`src/rtl/mc_nport.sv`:
```
// N-port byte-serial memory controller: arbitrates 1..MAX_LEN byte requests onto one 8-bit RAM bus.
// Optional macro MC_RR_ARB_EN selects round-robin arbitration; otherwise fixed priority (highest index wins).
module mc_nport #(
  parameter int NPORT   = 2,
  parameter int MAX_LEN = 4
) (
  input  logic                       clk_in,
  input  logic                       rst_in,
  input  logic                       rdy_in,
  input  logic [NPORT-1:0]           re,
  input  logic [NPORT-1:0]           we,
  input  logic [NPORT*32-1:0]        addr,
  input  logic [NPORT*8*MAX_LEN-1:0] w_data,
  input  logic [NPORT*3-1:0]         len_in_byte,
  output logic [NPORT*8*MAX_LEN-1:0] r_data,
  output logic [NPORT-1:0]           state_busy,
  output logic [NPORT-1:0]           state_done,
  output logic [31:0]                mem_a,
  output logic [7:0]                 mem_dout,
  input  logic [7:0]                 mem_din,
  output logic                       mem_wr
);
  localparam int DW = 8 * MAX_LEN;
  localparam int PW = (NPORT > 1) ? $clog2(NPORT) : 1;
  localparam int KW = 4;

  typedef enum logic [1:0] {IDLE, XFER, DONE} state_t;

  state_t            state_q, state_d;
  logic [PW-1:0]     g_q, g_d;
  logic              op_q, op_d;
  logic [31:0]       addr_q, addr_d;
  logic [DW-1:0]     wdat_q, wdat_d;
  logic [KW-1:0]     len_q, len_d;
  logic [KW-1:0]     k_q, k_d;
  logic              pend_q, pend_d;
  logic [KW-1:0]     pidx_q, pidx_d;
  logic [DW-1:0]     buf_q, buf_d;
  logic [NPORT*DW-1:0] rdat_q, rdat_d;
  logic [NPORT-1:0]  busy_q, busy_d;
  logic [NPORT-1:0]  done_q, done_d;
  logic [31:0]       mem_a_q, mem_a_d;
  logic [7:0]        mem_dout_q, mem_dout_d;

  logic [NPORT-1:0]  req;
  logic              gnt_v;
  logic [PW-1:0]     gnt;
  logic [2:0]        gl;
  logic [KW-1:0]     gl_eff;

  assign req = re | we;

`ifdef MC_RR_ARB_EN
  logic [PW-1:0] ptr_q, ptr_d;

  always_comb begin
    int j;
    gnt_v = 1'b0;
    gnt   = '0;
    j     = 0;
    for (int i = 1; i <= NPORT; i++) begin
      j = int'(ptr_q) + i;
      if (j >= NPORT) j = j - NPORT;
      if (!gnt_v && req[j]) begin
        gnt_v = 1'b1;
        gnt   = PW'(j);
      end
    end
  end

  always_comb begin
    ptr_d = ptr_q;
    if (rdy_in && state_q == IDLE && gnt_v) ptr_d = gnt;
  end

  always_ff @(posedge clk_in or posedge rst_in) begin
    if (rst_in) ptr_q <= PW'(NPORT - 1);
    else        ptr_q <= ptr_d;
  end
`else
  always_comb begin
    gnt_v = 1'b0;
    gnt   = '0;
    for (int i = 0; i < NPORT; i++) begin
      if (req[i]) begin
        gnt_v = 1'b1;
        gnt   = PW'(i);
      end
    end
  end
`endif

  // Out-of-range lengths (0, or above MAX_LEN) become full-width transfers.
  assign gl     = len_in_byte[int'(gnt)*3 +: 3];
  assign gl_eff = (gl == 3'd0 || int'(gl) > MAX_LEN) ? KW'(MAX_LEN) : {1'b0, gl};

  always_comb begin
    state_d    = state_q;
    g_d        = g_q;
    op_d       = op_q;
    addr_d     = addr_q;
    wdat_d     = wdat_q;
    len_d      = len_q;
    k_d        = k_q;
    pend_d     = 1'b0;
    pidx_d     = pidx_q;
    buf_d      = buf_q;
    rdat_d     = rdat_q;
    busy_d     = busy_q;
    done_d     = done_q;
    mem_a_d    = mem_a_q;
    mem_dout_d = mem_dout_q;

    // Read capture runs even while stalled so the in-flight byte is never dropped.
    for (int b = 0; b < MAX_LEN; b++) begin
      if (pend_q && int'(pidx_q) == b) buf_d[b*8 +: 8] = mem_din;
    end

    if (rdy_in) begin
      done_d = '0;
      case (state_q)
        IDLE: begin
          if (gnt_v) begin
            state_d     = XFER;
            g_d         = gnt;
            op_d        = we[gnt];
            addr_d      = addr[int'(gnt)*32 +: 32];
            wdat_d      = w_data[int'(gnt)*DW +: DW];
            len_d       = gl_eff;
            k_d         = '0;
            busy_d      = '0;
            busy_d[gnt] = 1'b1;
            mem_a_d     = addr[int'(gnt)*32 +: 32];
            mem_dout_d  = w_data[int'(gnt)*DW +: 8];
          end
        end
        XFER: begin
          if (op_q) begin
            k_d     = k_q + 1'b1;
            mem_a_d = addr_q + 32'(k_q) + 32'd1;
            for (int b = 0; b < MAX_LEN; b++) begin
              if (int'(k_q) + 1 == b) mem_dout_d = wdat_q[b*8 +: 8];
            end
            if (k_q == len_q - 1'b1) begin
              state_d     = DONE;
              busy_d      = '0;
              done_d[g_q] = 1'b1;
            end
          end else if (k_q < len_q) begin
            pend_d  = 1'b1;
            pidx_d  = k_q;
            k_d     = k_q + 1'b1;
            mem_a_d = addr_q + 32'(k_q) + 32'd1;
          end else begin
            state_d     = DONE;
            busy_d      = '0;
            done_d[g_q] = 1'b1;
            for (int p = 0; p < NPORT; p++) begin
              if (int'(g_q) == p) begin
                for (int b = 0; b < MAX_LEN; b++) begin
                  rdat_d[p*DW + b*8 +: 8] = (b < int'(len_q)) ? buf_d[b*8 +: 8] : 8'h00;
                end
              end
            end
          end
        end
        DONE:    state_d = IDLE;
        default: state_d = IDLE;
      endcase
    end
  end

  always_ff @(posedge clk_in or posedge rst_in) begin
    if (rst_in) begin
      state_q    <= IDLE;
      g_q        <= '0;
      op_q       <= 1'b0;
      addr_q     <= '0;
      wdat_q     <= '0;
      len_q      <= '0;
      k_q        <= '0;
      pend_q     <= 1'b0;
      pidx_q     <= '0;
      buf_q      <= '0;
      rdat_q     <= '0;
      busy_q     <= '0;
      done_q     <= '0;
      mem_a_q    <= '0;
      mem_dout_q <= '0;
    end else begin
      state_q    <= state_d;
      g_q        <= g_d;
      op_q       <= op_d;
      addr_q     <= addr_d;
      wdat_q     <= wdat_d;
      len_q      <= len_d;
      k_q        <= k_d;
      pend_q     <= pend_d;
      pidx_q     <= pidx_d;
      buf_q      <= buf_d;
      rdat_q     <= rdat_d;
      busy_q     <= busy_d;
      done_q     <= done_d;
      mem_a_q    <= mem_a_d;
      mem_dout_q <= mem_dout_d;
    end
  end

  // Write strobe is decoded from state so reset or a stall kills it in the same cycle.
  assign mem_wr     = (state_q == XFER) && op_q && rdy_in;
  assign mem_a      = mem_a_q;
  assign mem_dout   = mem_dout_q;
  assign r_data     = rdat_q;
  assign state_busy = busy_q;
  assign state_done = done_q;

endmodule

```
`config.mk`:
```
export PLATFORM = sky130hd
export DESIGN_NAME = mc_nport
export DESIGN_NICKNAME = d
export VERILOG_FILES = /design/src/rtl/mc_nport.sv
export SDC_FILE = /design/constraint.sdc
export NUM_CORES = 1
export LEC_CHECK = 0
export BUFFER_PORTS_ARGS = -buffer_cell sky130_fd_sc_hd__buf_2
export CORE_MARGIN = 1.5
export CORE_UTILIZATION = 25
export CTS_CLUSTER_DIAMETER = 150
export DETAILED_ROUTE_END_ITERATION = 6
export MAX_ROUTING_LAYER = met4
export PLACE_DENSITY_LB_ADDON = 0.05
export SKIP_CTS_REPAIR_TIMING = 1
export SLEW_MARGIN = 40
export SYNTH_ARGS = -nofsm -noshare
export SYNTH_HDL_FRONTEND = slang
export SYNTH_SLANG_ARGS = --single-unit
```
`constraint.sdc`:
```
create_clock -name clk_in -period 6.75 [get_ports clk_in]
set_clock_uncertainty 0.2 [all_clocks]
set_input_delay 1.0125 -clock clk_in [delete_from_list [all_inputs] [get_ports clk_in]]
set_output_delay 1.0125 -clock clk_in [all_outputs]
set_load 0.005 [all_outputs]
```
After elaboration in Yosys (flattened, before gate mapping):

Index checks and enable logic that the tools add are counted.
Widths: inputs -> output; s select.

* flip-flop bits (word level): 221
* logic and storage cells: 127
* input port bits: 149

* multipliers: 1
* shift operators: 4
* add/sub/neg operators: 5
* bitwise gates (word level): 4
* eq/ne operators: 14
* muxes and demuxes: 51
* reductions and logical operators: 22
* magnitude comparators: 10

Operators by type and width (number)
* $shiftx 64x7->32: 2
* $mux 8: 14
* $mux 32: 3
* $pmux 32 s2: 1
* $shiftx 64x7->8: 1
* $add 32x1->32 const B: 1
* $add 32x4->32: 1
* $eq 32x2->1 const B: 1
* $eq 32x3->1 const B: 1
* $logic_not 32->1: 1
* $mux 2: 12
* $reduce_and 5->1: 4
* $pmux 8 s2: 1
* $mux 4: 3
* $reduce_and 4->1: 3
* $mux 1: 11
* $ne 3x3->1 const B: 3
* $eq 4x3->1 const B: 2
* $logic_and 1x1->1: 8
* $lt 1x4->1 const A: 2
* $lt 2x4->1 const A: 2
* $pmux 2 s2: 2
* $pmux 4 s2: 1
* $shiftx 6x4->3: 1
* other kinds (24): 30

Longest topological paths before layout:

Gate-level depths: netlist of the first run.

* word-level depth: 8
* gate-level depth with buffers: 11
* gate-level depth less buffers: 9

Worst setup path before layout of the first run:

Ideal clock, no wire load.

* path kind: input to register
* start: input re[1]
* end: register len_q[0]
* data arrival time: 2819 ps
* buffers on the path: 3
* stages: 8
* path slack: 3648 ps
* cell sequence: buf_2 > nor2_2 > buf_4 > buf_2 > mux2i_1 > ha_1 > or3_1 > o21ai_0

* word-level cells in the longest chain between the ends: 7
* elaborated cells on any way between the ends: 10

RTL lines
* start: declaration: line 10 `input logic [NPORT-1:0] re,`
* $or 2x2->2 *: line 51 `assign req = re | we;`
* $mux 1: line 85 `if (req[i]) begin`
* $mul 1x2->3: line 94 `assign gl = len_in_byte[int'(gnt)*3 +: 3];`
* $shiftx 6x4->3: line 94
* $gt 3x3->1 / $logic_not 3->1 (equally long branches): line 95 `assign gl_eff = (gl == 3'd0 || int'(gl) > MAX_LEN) ? KW'(MAX_LEN) : {1'b0, gl};`
* $logic_or 1x1->1: line 95
* $mux 3: line 95
* end signal: assignment: line 196 `len_q <= len_d;`
* end: declaration: line 34 `logic [KW-1:0] len_q, len_d;`

Every way passes the cells marked *; elsewhere a longest branch is shown, timed or not.
A chain may end at the register's enable or synchronous reset.

Worst setup path in the final report of the first run:

* start: register len_q[2]
* end: register mem_a_q[12], in the netlist mem_a[12]

* word-level cells in the longest chain between the ends: 3

RTL lines
* $lt 4x4->1: line 149 `end else if (k_q < len_q) begin`
* $ne 3x3->1 (no line)
* $reduce_and 4->1 (no line)
* end signal: assignment: line 204 `mem_a_q <= mem_a_d;`
* end: declaration: line 42 `logic [31:0] mem_a_q, mem_a_d;`

No other way between the ends.

==> impl.org, run 1 <==
** Setup path
- Slowest stage delay, CP :: around 0.75 ns
- The cell family contributing the most delay on the critical path is compound AO/OA/AOI/OAI gates.
- The number of buffers and inverters on the critical path is 2.
- Critical path origin :: len_q[2]
- Critical path capture point type :: flop
- The critical path in this run is classified as reg2reg.
- Reg-to-Reg Start :: len_q[2]
- For the worst setup path, the data arrival time is 3.79 ns.
- Master of the slowest instance on the critical path :: sky130_fd_sc_hd__dfrtp_1
- Data on the critical path is required at its endpoint by between 6 and 7 ns.
- Startpoint type of the worst setup path :: flop
- Along the worst path, the maximum fanout reaches 39.
- The critical path goes through inv_1 -> ha_1 -> nand3b_1 -> a21oi_1 -> a21o_2 -> buf_4 -> nor2_4 -> a221o_1.

** Synthesis
- Post-Syn Area per Cell :: ~10 um2
- By instance count, the leading cell after synthesis is sky130_fd_sc_hd__dfrtp_1.
- Number of flops mapped to enable cells by yosys :: 0
- By area the synthesized netlist is led by sky130_fd_sc_hd__dfrtp_1 53%, sky130_fd_sc_hd__o21ai_0 7.0%, sky130_fd_sc_hd__nand2_1 6.6%.
- Sequential elements use approximately 53% of the synthesized area.
- Cell types with the highest counts after synthesis :: 220 x sky130_fd_sc_hd__dfrtp_1, 183 x sky130_fd_sc_hd__nand2_1, 146 x sky130_fd_sc_hd__o21ai_0
- Yosys cell types :: between 50 and 60
- Async S/R FF share, synth :: 100%
- Synthesized instance count :: between 1000 and 1500
- Synthesized flop and latch total :: between 200 and 250
- Number of nets produced by synthesis :: 1188
- Summed over all instances, the cell type with the most area after synthesis is sky130_fd_sc_hd__dfrtp_1.
- Yosys printed 0 warnings.
- Summed instance area of the synthesized netlist :: around 10000 um2
- Of the post-synthesis cell area, the dominant cell type holds roughly 53%.
- Commonest register cell after synthesis :: sky130_fd_sc_hd__dfrtp_1

** Timing
- Slew at the pin closest to its max-slew limit :: 0.759 ns
- Total negative slack :: 0 ns
- Time the worst path needs with I/O delays and setup :: about 3.6 ns
- For this run, the top clock speed supported by timing is 280 MHz.
- Setup violations remaining at the end of the flow were counted as 0.
- Hold_ws :: 0.197 ns
- The final hold violation count came to 0.
- Tightest slew margin relative to the limit :: approximately half
- Unrepaired setup endpoints after global routing :: false
- Final worst-path cycle share :: between 50% and 60%
- The total count of max-transition violations in the final report was 0.

** Global routing
- For this run, global-route usage on met3 was measured as around 2.6%.
- The via count of the first global-routing pass is about 8400.
- Global routing used ~24% of the available met2 tracks.
- met2 is the most crowded layer.
- For this run the aggregate overflow at the end of global routing stands at 0.
- First-pass GRT wire length :: 49800 um
- Number of antenna violations at the first check in global routing :: 1
- Met1 track demand over resource :: slightly below 20%
- Pin count of the biggest net entering global routing :: a little under 100
- Global routing used approximately 15% of the available tracks across all layers.

** Die
- The floorplan step defined a core boundary enclosing a little over 40000 um2.
- Initial Utilization :: between 20% and 30%
- After floorplanning, the core was divided into 74 placement rows.
- Die Footprint :: around 43000 um2
- 258 I/O pins were placed.
- The die is ~210 um wide.
- Die span in y :: 208 um

** Final layout
- Final std cell area, no fill :: between 10000 and 15000 um2
- Signed area change from the synthesized netlist to the final layout :: 26.6%
- In the final layout, the share of cells above drive strength 1 is ~29%.
- Cells fill between 30% and 40% of the core in the end.
- The final layout contains 1424 nets.
- # fillers :: 4339
- Layout Cells excl Fill :: 1812

** Place
- The placed instances occupy a cell area of 12200 um2.
- Half-perimeter wire length after detailed placement :: between 20000 and 25000 um
- Number of input and output port buffers inserted :: about 260
- Once placement completed, the tool counted placed cells totaling approximately 1800.
- Routability-driven placement finished with a final weighted congestion of about 0.75.

** Pwr
- Summed over all cells, the static leakage comes to approximately 0.0064 uW.
- Pwr per Cell Area :: 455 nW/um2
- Peak VDD IR :: ~0.17 mV

** CTS
- Clock insertion delay at the later pin of the skew report :: 0.55 ns
- In this run the number of H-tree levels came out at 1.
- The longest clock path from root to sink contains 3 buffers.
- Sink Count :: 220
- Cell chosen for the clock root :: sky130_fd_sc_hd__clkbuf_16
- In this run, CTS created clock tree buffers numbering 28.
- After clock tree synthesis, the clock-pin slew on the worst setup and hold paths is around 0.060 ns.
- TritonCTS built the clock tree.

** Route
- Wirelength per Cell :: ~17 um
- DRT Pass-1 Iters :: 5
- The detail route stage leaves a number of antenna-violating nets equal to 0.
- The routed layout has 8224 vias.
- Final routed wirelength across all metal layers :: roughly 32000 um
- After detailed routing, the number of vias per cell comes to around 4.5.
- First-iteration detailed-routing DRC count :: roughly 360
- For this run, design rule violations remaining after detail routing come to 0.

** Run status
- The flow ran to the end, and the final reports show no timing, DRC or antenna violations.

** Hold path
- The min-delay analysis places its worst path in the category in2async.

** Flow run
- Across the run, the number of max-cap violations was 0.
-- through the flow --
stage / setup slack, ns / total power [uW]
2_1_floorplan: 2.67 / 3650
3_3_place_gp: 3.09 / 4470
3_5_place_dp: 3.07 / 4490
4_1_cts: 3.14 / 6160
5_1_grt: 2.92 / 6540
6_report: 3.18 / 6020
-- power breakdown --
group	internal (uW)	switching [uW]
Clock	1020	595
Sequential	1880	404
Combinational	916	1200
Total	3820	2200
-- cell type report --
cell class                 count  area [um2]  area share (%)
antenna                        1        2.50          0.0189
clock inverter                13         203            1.53
timing repair buffer         268        1390            10.5
sequential                   220        5510            41.5
multi-input combinational    709        4570            34.5
inverter                      30         116           0.878
clock buffer                  39         803            6.06
tap                          532         666            5.02
-- cell families after synthesis --
family                     count (synthesis)  share of synthesized area (%)
AOI/OAI and AO/OA                        292                           17.0
and+or+nand+nor                          273                           12.1
DFF                                      220                           52.6
muxes                                     97                           9.71
buffers and inverters                     92                           3.93
xor gates and xnor gates                  29                           2.43
adders and majority gates                 18                           2.22
-- layer usage --
metal	vias up	part of all wire, %	wire length, um
met4	0	1.6	493
li1	4072	-	-
met3	34	4.5	1430
met2	186	47	14900
met1	3932	47	14700
met5	-	0	0
-- worst paths after layout --
kind,cells past startpoint,endpoint,slack (ns)
max in group asynchronous,3,r_data[47],5.20
worst max register to register,8,mem_a[12],3.18
min in group clk_in,2,r_data[24],0.27
worst min-delay path,2,r_data[20],0.20
worst max-delay path,8,mem_a[12],3.18
worst min register to register,2,r_data[24],0.27
-- cells in the final DEF, fill, tap and decap left out, types with 3 or more instances in the layout --
master and instances:
sky130_fd_sc_hd__o21ai_1 9, sky130_fd_sc_hd__ha_1 17, sky130_fd_sc_hd__bufinv_16 5, sky130_fd_sc_hd__and2_1 3, sky130_fd_sc_hd__o221ai_1 9, sky130_fd_sc_hd__a21oi_1 45
sky130_fd_sc_hd__nor3_1 7, sky130_fd_sc_hd__a22o_1 4, sky130_fd_sc_hd__a221o_1 17, sky130_fd_sc_hd__clkbuf_16 29, sky130_fd_sc_hd__a21o_1 20, sky130_fd_sc_hd__buf_2 257
sky130_fd_sc_hd__nand2b_1 9, sky130_fd_sc_hd__xnor2_1 19, sky130_fd_sc_hd__mux2i_1 61, sky130_fd_sc_hd__and4_1 5, sky130_fd_sc_hd__nand3_1 7, sky130_fd_sc_hd__nand4_1 8
sky130_fd_sc_hd__xor2_1 10, sky130_fd_sc_hd__dfrtp_1 220, sky130_fd_sc_hd__nor2_1 18, sky130_fd_sc_hd__buf_4 8, sky130_fd_sc_hd__clkbuf_8 4, sky130_fd_sc_hd__a31oi_1 3
sky130_fd_sc_hd__clkinvlp_4 3, sky130_fd_sc_hd__and3_1 5, sky130_fd_sc_hd__nor3b_1 9, sky130_fd_sc_hd__o21ai_0 146, sky130_fd_sc_hd__o31ai_1 17, sky130_fd_sc_hd__o22a_1 8
sky130_fd_sc_hd__nor3_2 3, sky130_fd_sc_hd__inv_1 28, sky130_fd_sc_hd__nand2_1 183, sky130_fd_sc_hd__nor2b_1 3, sky130_fd_sc_hd__clkbuf_1 6, sky130_fd_sc_hd__clkinv_2 4
sky130_fd_sc_hd__mux2_2 35
-- state kept, by name, indices dropped and copies added (netlist names), 3 cells and up --
name and flops:
mem_dout 8, len_q 3, r_data 64, buf_q 32, addr_q 32, mem_a 32
wdat_q 32, k_q 4, pidx_q 4
Power figures use the tool's default switching activity.
==> run 2: changes to the inputs <==
- clock period: 6.75 -> 3 ns (I/O delays scaled with it)
==> run 2 against run 1 <==
  * Sequential cell count did not move
  * Highest routed layer unchanged
  * Non-clock buffer count rose by 20
  * Clock-buffer cell count rose by 4
  * Via count fell by 0.34%
  * Worst hold slack got worse by 0.19 ns
  * Setup slack got worse by 3.0 ns
  * Global-route usage rose by 0.18 points
  * Total power rose by 120%
  * Design area rose by 0.87%
==> impl.org, run 2 (synthesized netlist as in run 1, its figures left out) <==
** Global routing
- The initial antenna violation count came to 1 (unchanged).
- The via count of the first global-routing pass came to 8519 (+0.91%).
- The first-pass GRT wire length was 50900 um (+2.2%).
- Congestion Overflow GR :: 0 (unchanged)
- Pin count of the biggest net entering global routing :: 137 (+41%)
- Total routing usage reported by global routing :: 15.2% (+0.18 points)

** Final layout
- Leaving out fill and tap cells, the most frequent cells in the layout are 257 x sky130_fd_sc_hd__buf_2, 220 x sky130_fd_sc_hd__dfrtp_1, 183 x sky130_fd_sc_hd__nand2_1, 146 x sky130_fd_sc_hd__o21ai_0, 61 x sky130_fd_sc_hd__mux2i_1.
- Fraction of final layout cells with drive strength greater than 1 :: 29.1% (+0.23 points)
- The count of filler cells inserted in the layout is 4394 (+1.3%).
- The library cell used most frequently in the layout, excluding fill and tap cells, is sky130_fd_sc_hd__buf_2.
- Total number of nets in the final design :: 1444 (+1.4%)
- The final standard cell utilization of the core came to 32.5% (+0.28 points).
- Signed area change from the synthesized netlist to the final layout :: 27.7%
- Largest register FFs :: 64 (unchanged)
- The post-route cell area came to 13400 um2 (+0.87%).

** Setup path
- R2R cell count :: 7 (-1)
- The arrival time at the worst endpoint was 2.99 ns (-0.80 ns).
- The biggest fanout along the worst timing path was 7 (-82%).
- Required time of the critical path :: 3.22 ns (-3.75 ns)
- By startpoint and endpoint, the worst setup path is classified as reg2reg.
- Endpoint of the most critical register-to-register path :: mem_a[29]
- The delay of the slowest critical-path stage came to 0.57 ns (-0.18 ns).
- Reg-to-Reg Start :: k_q[1]
- The worst-case register-to-register setup slack was 0.23 ns (-2.95 ns).
- The critical path goes through ha_1 -> nor2b_1 -> o2111ai_1 -> a211oi_4 -> nand4_1 -> xnor2_1 -> a221o_1.
- Startpoint type of the worst setup path :: flop
- The slowest stage of the critical path belongs to the cell sky130_fd_sc_hd__a211oi_4.
- Critical path capture point type :: flop

** Timing
- The maximum operating frequency was 361 MHz (+29%).
- The count of final setup violators was 0 (unchanged).
- Max Slew Vio Count :: 0 (unchanged)
- Final worst-path cycle share :: 92.4% (+40 points)
- The worst max-slew margin expressed relative to the limit was 52.6% (+3.2 points).
- Unrepaired setup endpoints after global routing :: false
- Final hold viol count :: 0 (unchanged)
- Time the worst path needs with I/O delays and setup :: 2.77 ns (-0.795 ns)
- The worst-margin pin slew is 0.707 ns (-0.0513 ns).

** Hold path
- Hold worst-path end :: state_q[1]
- Worst hold path stage count :: 2
- Startpoint of the lowest-slack hold path :: rdy_in
- Class of the most critical hold timing path :: in2reg

** CTS
- The source-to-sink clock delay at the later pin of the worst-skew pair was 0.54 ns (about the same).
- Clock tree from TritonCTS :: built
- Register clock-pin slew on the reported worst setup and hold paths :: 0.06 ns (about the same)
- Max clock buf depth :: 3 (unchanged)
- Number of buffers inserted during clock tree synthesis :: 28 (unchanged)
- The number of clock sinks seen by CTS was 220 (unchanged).
- Cell chosen for the clock root :: sky130_fd_sc_hd__clkbuf_16
- H-tree levels :: 1 (unchanged)

** Route
- The average routed wire per standard cell was 17.4 um (-0.11%).
- Number of nets with antenna violations after routing :: 0 (unchanged)
- The total via count after detailed routing came to 8196 (-0.34%).
- The remaining design rule violation count came to 0 (unchanged).
- The count of TritonRoute iterations in the first routing pass came to 6 (+1).
- The initial DRC count was 322 (-12%).
- Final routed wirelength across all metal layers :: 31700 um (+0.66%)
- Routed vias/inst :: 4.49 (-1.1%)

** Pwr
- Pwr per Cell Area :: 1000 nW/um2 (+120%)
- Peak VDD IR :: 0.355 mV (+110%)
- The total leakage power is 0.00647 uW (+1.2%).

** Die
- Horizontal die dimension :: 208 um (unchanged)
- The overall die area was 43100 um2 (unchanged).
- # IOs :: 258 (unchanged)
- The starting density of the core came to 25.5% (unchanged).
- Area of the core region :: 41100 um2 (unchanged)
- The die height was 208 um (unchanged).
- The placement row count was 74 (unchanged).

** Place
- The total of buffers placed on input and output ports came to 257 (unchanged).
- The final HPWL from detailed placement is 22700 um (+1.4%).
- GP Congestion :: 0.717 (-4.3%)
- The placement-stage cell area was 12400 um2 (+1.7%).

** Run status
- Status :: complete, no violations

** Flow run
- The max-cap violation count was 0 (unchanged).
run 2: cell count changes in the layout (fill, tap and decap cells not counted), sizes merged:
cell	delta
buf	+18
bufinv	-4
clkbuf	+4
clkinv	-5
clkinvlp	-1
dlygate4sd3	+2
run 2: worst max-delay path by stage:
stage | start | to | slack (ns) | cells past startpoint
finish | k_q[1] | mem_a[29] | 0.23 | 7
global route | k_q[1] | mem_a[29] | 0.06 | 7
CTS | k_q[1] | mem_a[31] | 0.20 | 7
detailed placement | k_q[1] | mem_a[31] | 0.20 | 7
global placement | k_q[1] | mem_a[31] | 0.23 | 7
floorplan | rst_in | addr_q[0] | -0.52 | 1
run 2: worst max-delay path: cells and delay by family, from the launching register on:
kind                       cells  cell delay, ns
adders and majority gates      1            0.29
and+or+nand+nor                2            0.36
DFF                            1            0.43
AOI/OAI and AO/OA              3            1.22
xor gates and xnor gates       1            0.15
run 2: power by group:
part / switching, uW / internal, uW / leakage (uW)
Sequential: 794 / 4240 / 0.00281
Clock: 1290 / 1930 / 0.000416
Combinational: 2890 / 2210 / 0.00324
run 2: routing by layer:
layer	up-vias	global-route usage, %	share of wire, %
met5	-	-	0
met4	0	2.92	1.6
met3	40	2.59	4.1
met2	166	24.5	47
met1	3879	20.3	47
li1	4111	-	-
run 2: layout make-up:
class	instances	area (um2)	area share, %
Antenna cell	1	2.50	0.0187
Timing Repair Buffer	288	1640	12.3
Clock inverter	3	42.5	0.318
Inverter	30	116	0.870
Multi-Input combinational cell	709	4570	34.2
Clock buffer	43	818	6.12
Tap cell	532	666	4.98
Sequential cell	220	5510	41.2
run 2: stage by stage:
step | std cells | TNS (ns) | setup slack [ns] | hold slack [ns] | power [uW]
global placement | 1776 | 0 | 0.233 | 0.256 | 10300
detailed placement | 1776 | 0 | 0.202 | 0.258 | 10300
global route | 1826 | 0 | 0.0552 | 0.00276 | 14500
CTS | 1822 | 0 | 0.196 | -0.126 | 13600
floorplan | 1021 | -113.98 | -0.518 | 0.250 | 8210
finish | 1826 | 0 | 0.229 | 0.00296 | 13400
==> run 3: changes to the inputs <==
==> constraint.sdc (replaced) <==
create_clock -name clk_in -period 3 [get_ports clk_in]
set_clock_uncertainty 0.2 [all_clocks]
set_input_delay 0 -clock clk_in [delete_from_list [all_inputs] [get_ports clk_in]]
set_output_delay 0 -clock clk_in [all_outputs]
set_load 0.005 [all_outputs]
==> run 3 against run 2 <==
  * The run now ends with hold timing left
  * Maximum frequency down 0.14%
  * Design area up 12%
  * Setup slack worse by 0.0040 ns
  * Clock power up 9.0%
  * Worst hold slack worse by 0.039 ns
  * Sequential cell count unchanged
  * Sequential share of layout area down 4.3 points
  * Via count up 8.5%
  * Routed wire length up 5.4%
  * Largest cell class unchanged
  * Largest power group unchanged
==> impl.org, run 3 (synthesized netlist as in run 1, its figures left out) <==
** Run status
- Status :: finished with violations
- Violations in the final reports :: hold timing

** Timing
- Setup repair after global routing left no endpoint under its margin.
- The final hold violation count is 1 (+1).
- Endpoints failing setup :: 0 (unchanged)
- Total negative slack :: 0 ns (unchanged)
- The total count of max-transition violations in the final report is 0 (unchanged).
- The maximum operating frequency was 360 MHz (-0.14%).
- The worst-margin pin slew was 0.624 ns (-0.0832 ns).
- The worst max-slew margin expressed relative to the limit came to 58.1% (+5.5 points).
- Final worst-path cycle share :: 92.5% (+0.13 points)
- Time the worst path needs with I/O delays and setup :: 2.78 ns (+0.00401 ns)
- Hold_ws :: -0.0365 ns (-0.0394 ns)

** Global routing
- The maximum number of pins on one net before global-route repair is 140 (+2.2%).
- Met1 track demand over resource :: 20.3% (-0.053 points)
- Via count of the first global-routing pass :: 8469 (-0.59%)
- The aggregate global-route resource usage was 15.4% (+0.20 points).
- First-pass GRT wire length :: 51200 um (+0.60%)
- The global routing met3 resource utilization was 2.71% (+0.12 points).
- Congestion Overflow GR :: 0 (unchanged)
- In this run the most used layer during global routing was met2.
- M2 GR Usage :: 25.0% (+0.56 points)
- Number of antenna violations at the first check in global routing :: 0 (-1)

** Setup path
- The arrival time at the worst endpoint was 3.00 ns (about the same).
- The worst setup path is launched from a flop.
- The required time of the worst setup path came to 3.22 ns (about the same).
- Crit path max fanout :: 8 (+1)
- The sum of buffers and inverters on the critical path is 2 (+2).
- Slowest stage delay, CP :: 0.45 ns (-0.12 ns)
- The worst setup path is of the reg2reg kind.
- The number of cell instances on the worst register-to-register path was 10 (+3).
- Master of the slowest instance on the critical path :: sky130_fd_sc_hd__dfrtp_1
- The worst-case register-to-register setup slack came to 0.22 ns (about the same).
- In this design, the largest share of critical-path delay is due to adder cells.
- Endpoint of the most critical register-to-register path :: mem_a[22]
- Critical path capture point type :: flop
- The worst register-to-register path begins at k_q[0].
- Walking the worst path, the cells encountered are inv_1 -> ha_1 -> fa_1 -> nor2b_2 -> o31ai_2 -> nor3_2 -> buf_4 -> nand4_1 -> xnor2_1 -> a221o_1.
- The most critical setup path has its startpoint at k_q[0].
- Crit. path cell count :: 10 (+3)
- Destination of the critical timing path :: mem_a[22]

** Route
- First-iteration detailed-routing DRC count :: 377 (+17%)
- Vias after detailed routing :: 8890 (+8.5%)
- Wirelength per Cell :: 16.9 um (-2.8%)
- The average via count per standard cell was 4.49 (about the same).
- Number of remaining DRC errors :: 0 (unchanged)
- The routed wire length was 33500 um (+5.4%).
- Number of nets with antenna violations after routing :: 0 (unchanged)
- DRT Pass-1 Iters :: 6 (unchanged)

** Pwr
- The power per cell area is 928 nW/um2 (-7.2%).
- Portion of total power attributed to the clock network :: 25.5% (+1.3 points)
- The cell internal power dissipation is 8750 uW (+4.3%).
- Gate power share :: 38.0% (-0.2 points)
- Switching share of power :: 36.8% (-0.43 points)
- The net switching component of the power is 5100 uW (+2.4%).
- The proportion of power drawn by flip-flops and latches is 36.6% (-1.1 points).
- Static leakage :: 0.00717 uW (+11%)
- The maximum vdd drop is 0.284 mV (-20%).

** CTS
- The clock-pin slew on the worst setup and hold paths was 0.06 ns (about the same).
- The TritonCTS buffer count is 29 (+3.6%).
- The number of levels in the clock H-tree is 1 (unchanged).
- The number of clock sinks seen by CTS came to 220 (unchanged).
- The number of buffers between clock root and the deepest sink is 3 (unchanged).
- In this run the clock root is driven by a sky130_fd_sc_hd__clkbuf_16.
- The source-to-sink clock delay at the later pin of the worst-skew pair came to 0.55 ns (about the same).
- TritonCTS built the clock tree.

** Final layout
- The proportion of layout cells with a drive suffix above 1 came to 26.9% (-2.2 points).
- The library cells used most frequently in the layout, excluding fill and tap cells, are 257 x sky130_fd_sc_hd__buf_2, 220 x sky130_fd_sc_hd__dfrtp_1, 183 x sky130_fd_sc_hd__nand2_1, 150 x sky130_fd_sc_hd__dlygate4sd3_1, 146 x sky130_fd_sc_hd__o21ai_0.
- # fillers :: 4244 (-3.4%)
- Largest register FFs :: 64 (unchanged)
- Total number of nets in the final design :: 1593 (+10%)
- The library cell used most frequently in the layout, excluding fill and tap cells, is sky130_fd_sc_hd__buf_2.
- The total inserted antenna cells came to 0 (-1).
- Signed area change from the synthesized netlist to the final layout :: 42.5%

** Hold path
- The min-delay analysis places its worst path in the category in2reg.

** Die
- Number of rows in the core area :: 74 (unchanged)
- Initial Utilization :: 25.5% (unchanged)
- Area of the core region :: 41100 um2 (unchanged)
- The number of placed I/O pins is 258 (unchanged).
- Die span in y :: 208 um (unchanged)
- Die Footprint :: 43100 um2 (unchanged)
- Horizontal die dimension :: 208 um (unchanged)

** Place
- GP Congestion :: 0.728 (+1.5%)
- The total of buffers placed on input and output ports is 257 (unchanged).
- Half-perimeter wire length after detailed placement :: 22900 um (+0.81%)

** Flow run
- Number of max-cap violations :: 0 (unchanged)
run 3: power by group through the flow:
stage	Clock [uW]	Combinational, uW	Sequential [uW]
6_report	3520	5260	5060
5_1_grt	3780	5990	5240
4_1_cts	3660	5190	5080
3_5_place_dp	0	5180	5120
3_3_place_gp	0	5140	5120
2_1_floorplan	0	3250	4960
run 3: worst min path at each step:
stage / start / end / slack (ns) / cells past startpoint
2_1_floorplan: rdy_in / state_q[1] / -0.10 / 1
3_5_place_dp: rst_in / r_data[18] / -0.001 / 3
6_report: len_in_byte[0] / len_q[1] / -0.04 / 6
4_1_cts: rst_in / r_data[18] / -0.60 / 3
5_1_grt: len_in_byte[1] / len_q[1] / 0.03 / 6
3_3_place_gp: rst_in / r_data[18] / -0.007 / 3
run 3: layer usage:
layer,part of all wire [%],wire length (um),vias up
met4,1.5,504,0
li1,-,-,4409
met3,4.0,1330,41
met1,46,15500,4273
met2,48,16100,167
met5,0,0,-
run 3: final cells by class:
cell class              count  area, um2  share of cell area [%]
clock buffers              39        813                    5.45
clock inverters            14        151                    1.01
inverters                  30        116                   0.780
multi-input cells         709       4570                    30.6
flip-flops and latches    220       5510                    36.9
well taps                 532        666                    4.46
repair buffers            436       3100                    20.8
run 3: per-stage QoR:
step / worst slack [ns] / power, uW / util, % / cell area, um2 / std cells
2_1_floorplan: -0.0681 / 8210 / - / 10500 / 1021
3_3_place_gp: 0.238 / 10300 / 30.2 / 12400 / 1775
3_5_place_dp: 0.175 / 10300 / 30.2 / 12400 / 1775
4_1_cts: 0.140 / 13900 / 32.5 / 13400 / 1828
5_1_grt: 0.0418 / 15000 / 36.3 / 14900 / 1980
6_report: 0.225 / 13800 / 36.3 / 14900 / 1980
run 3: worst register-to-register path: stages (launching register included):
cell and delay (ns):
sky130_fd_sc_hd__dfrtp_1 0.45, sky130_fd_sc_hd__inv_1 0.09, sky130_fd_sc_hd__ha_1 0.22, sky130_fd_sc_hd__fa_1 0.42, sky130_fd_sc_hd__nor2b_2 0.18, sky130_fd_sc_hd__o31ai_2 0.13
sky130_fd_sc_hd__nor3_2 0.19, sky130_fd_sc_hd__buf_4 0.18, sky130_fd_sc_hd__nand4_1 0.12, sky130_fd_sc_hd__xnor2_1 0.15, sky130_fd_sc_hd__a221o_1 0.32
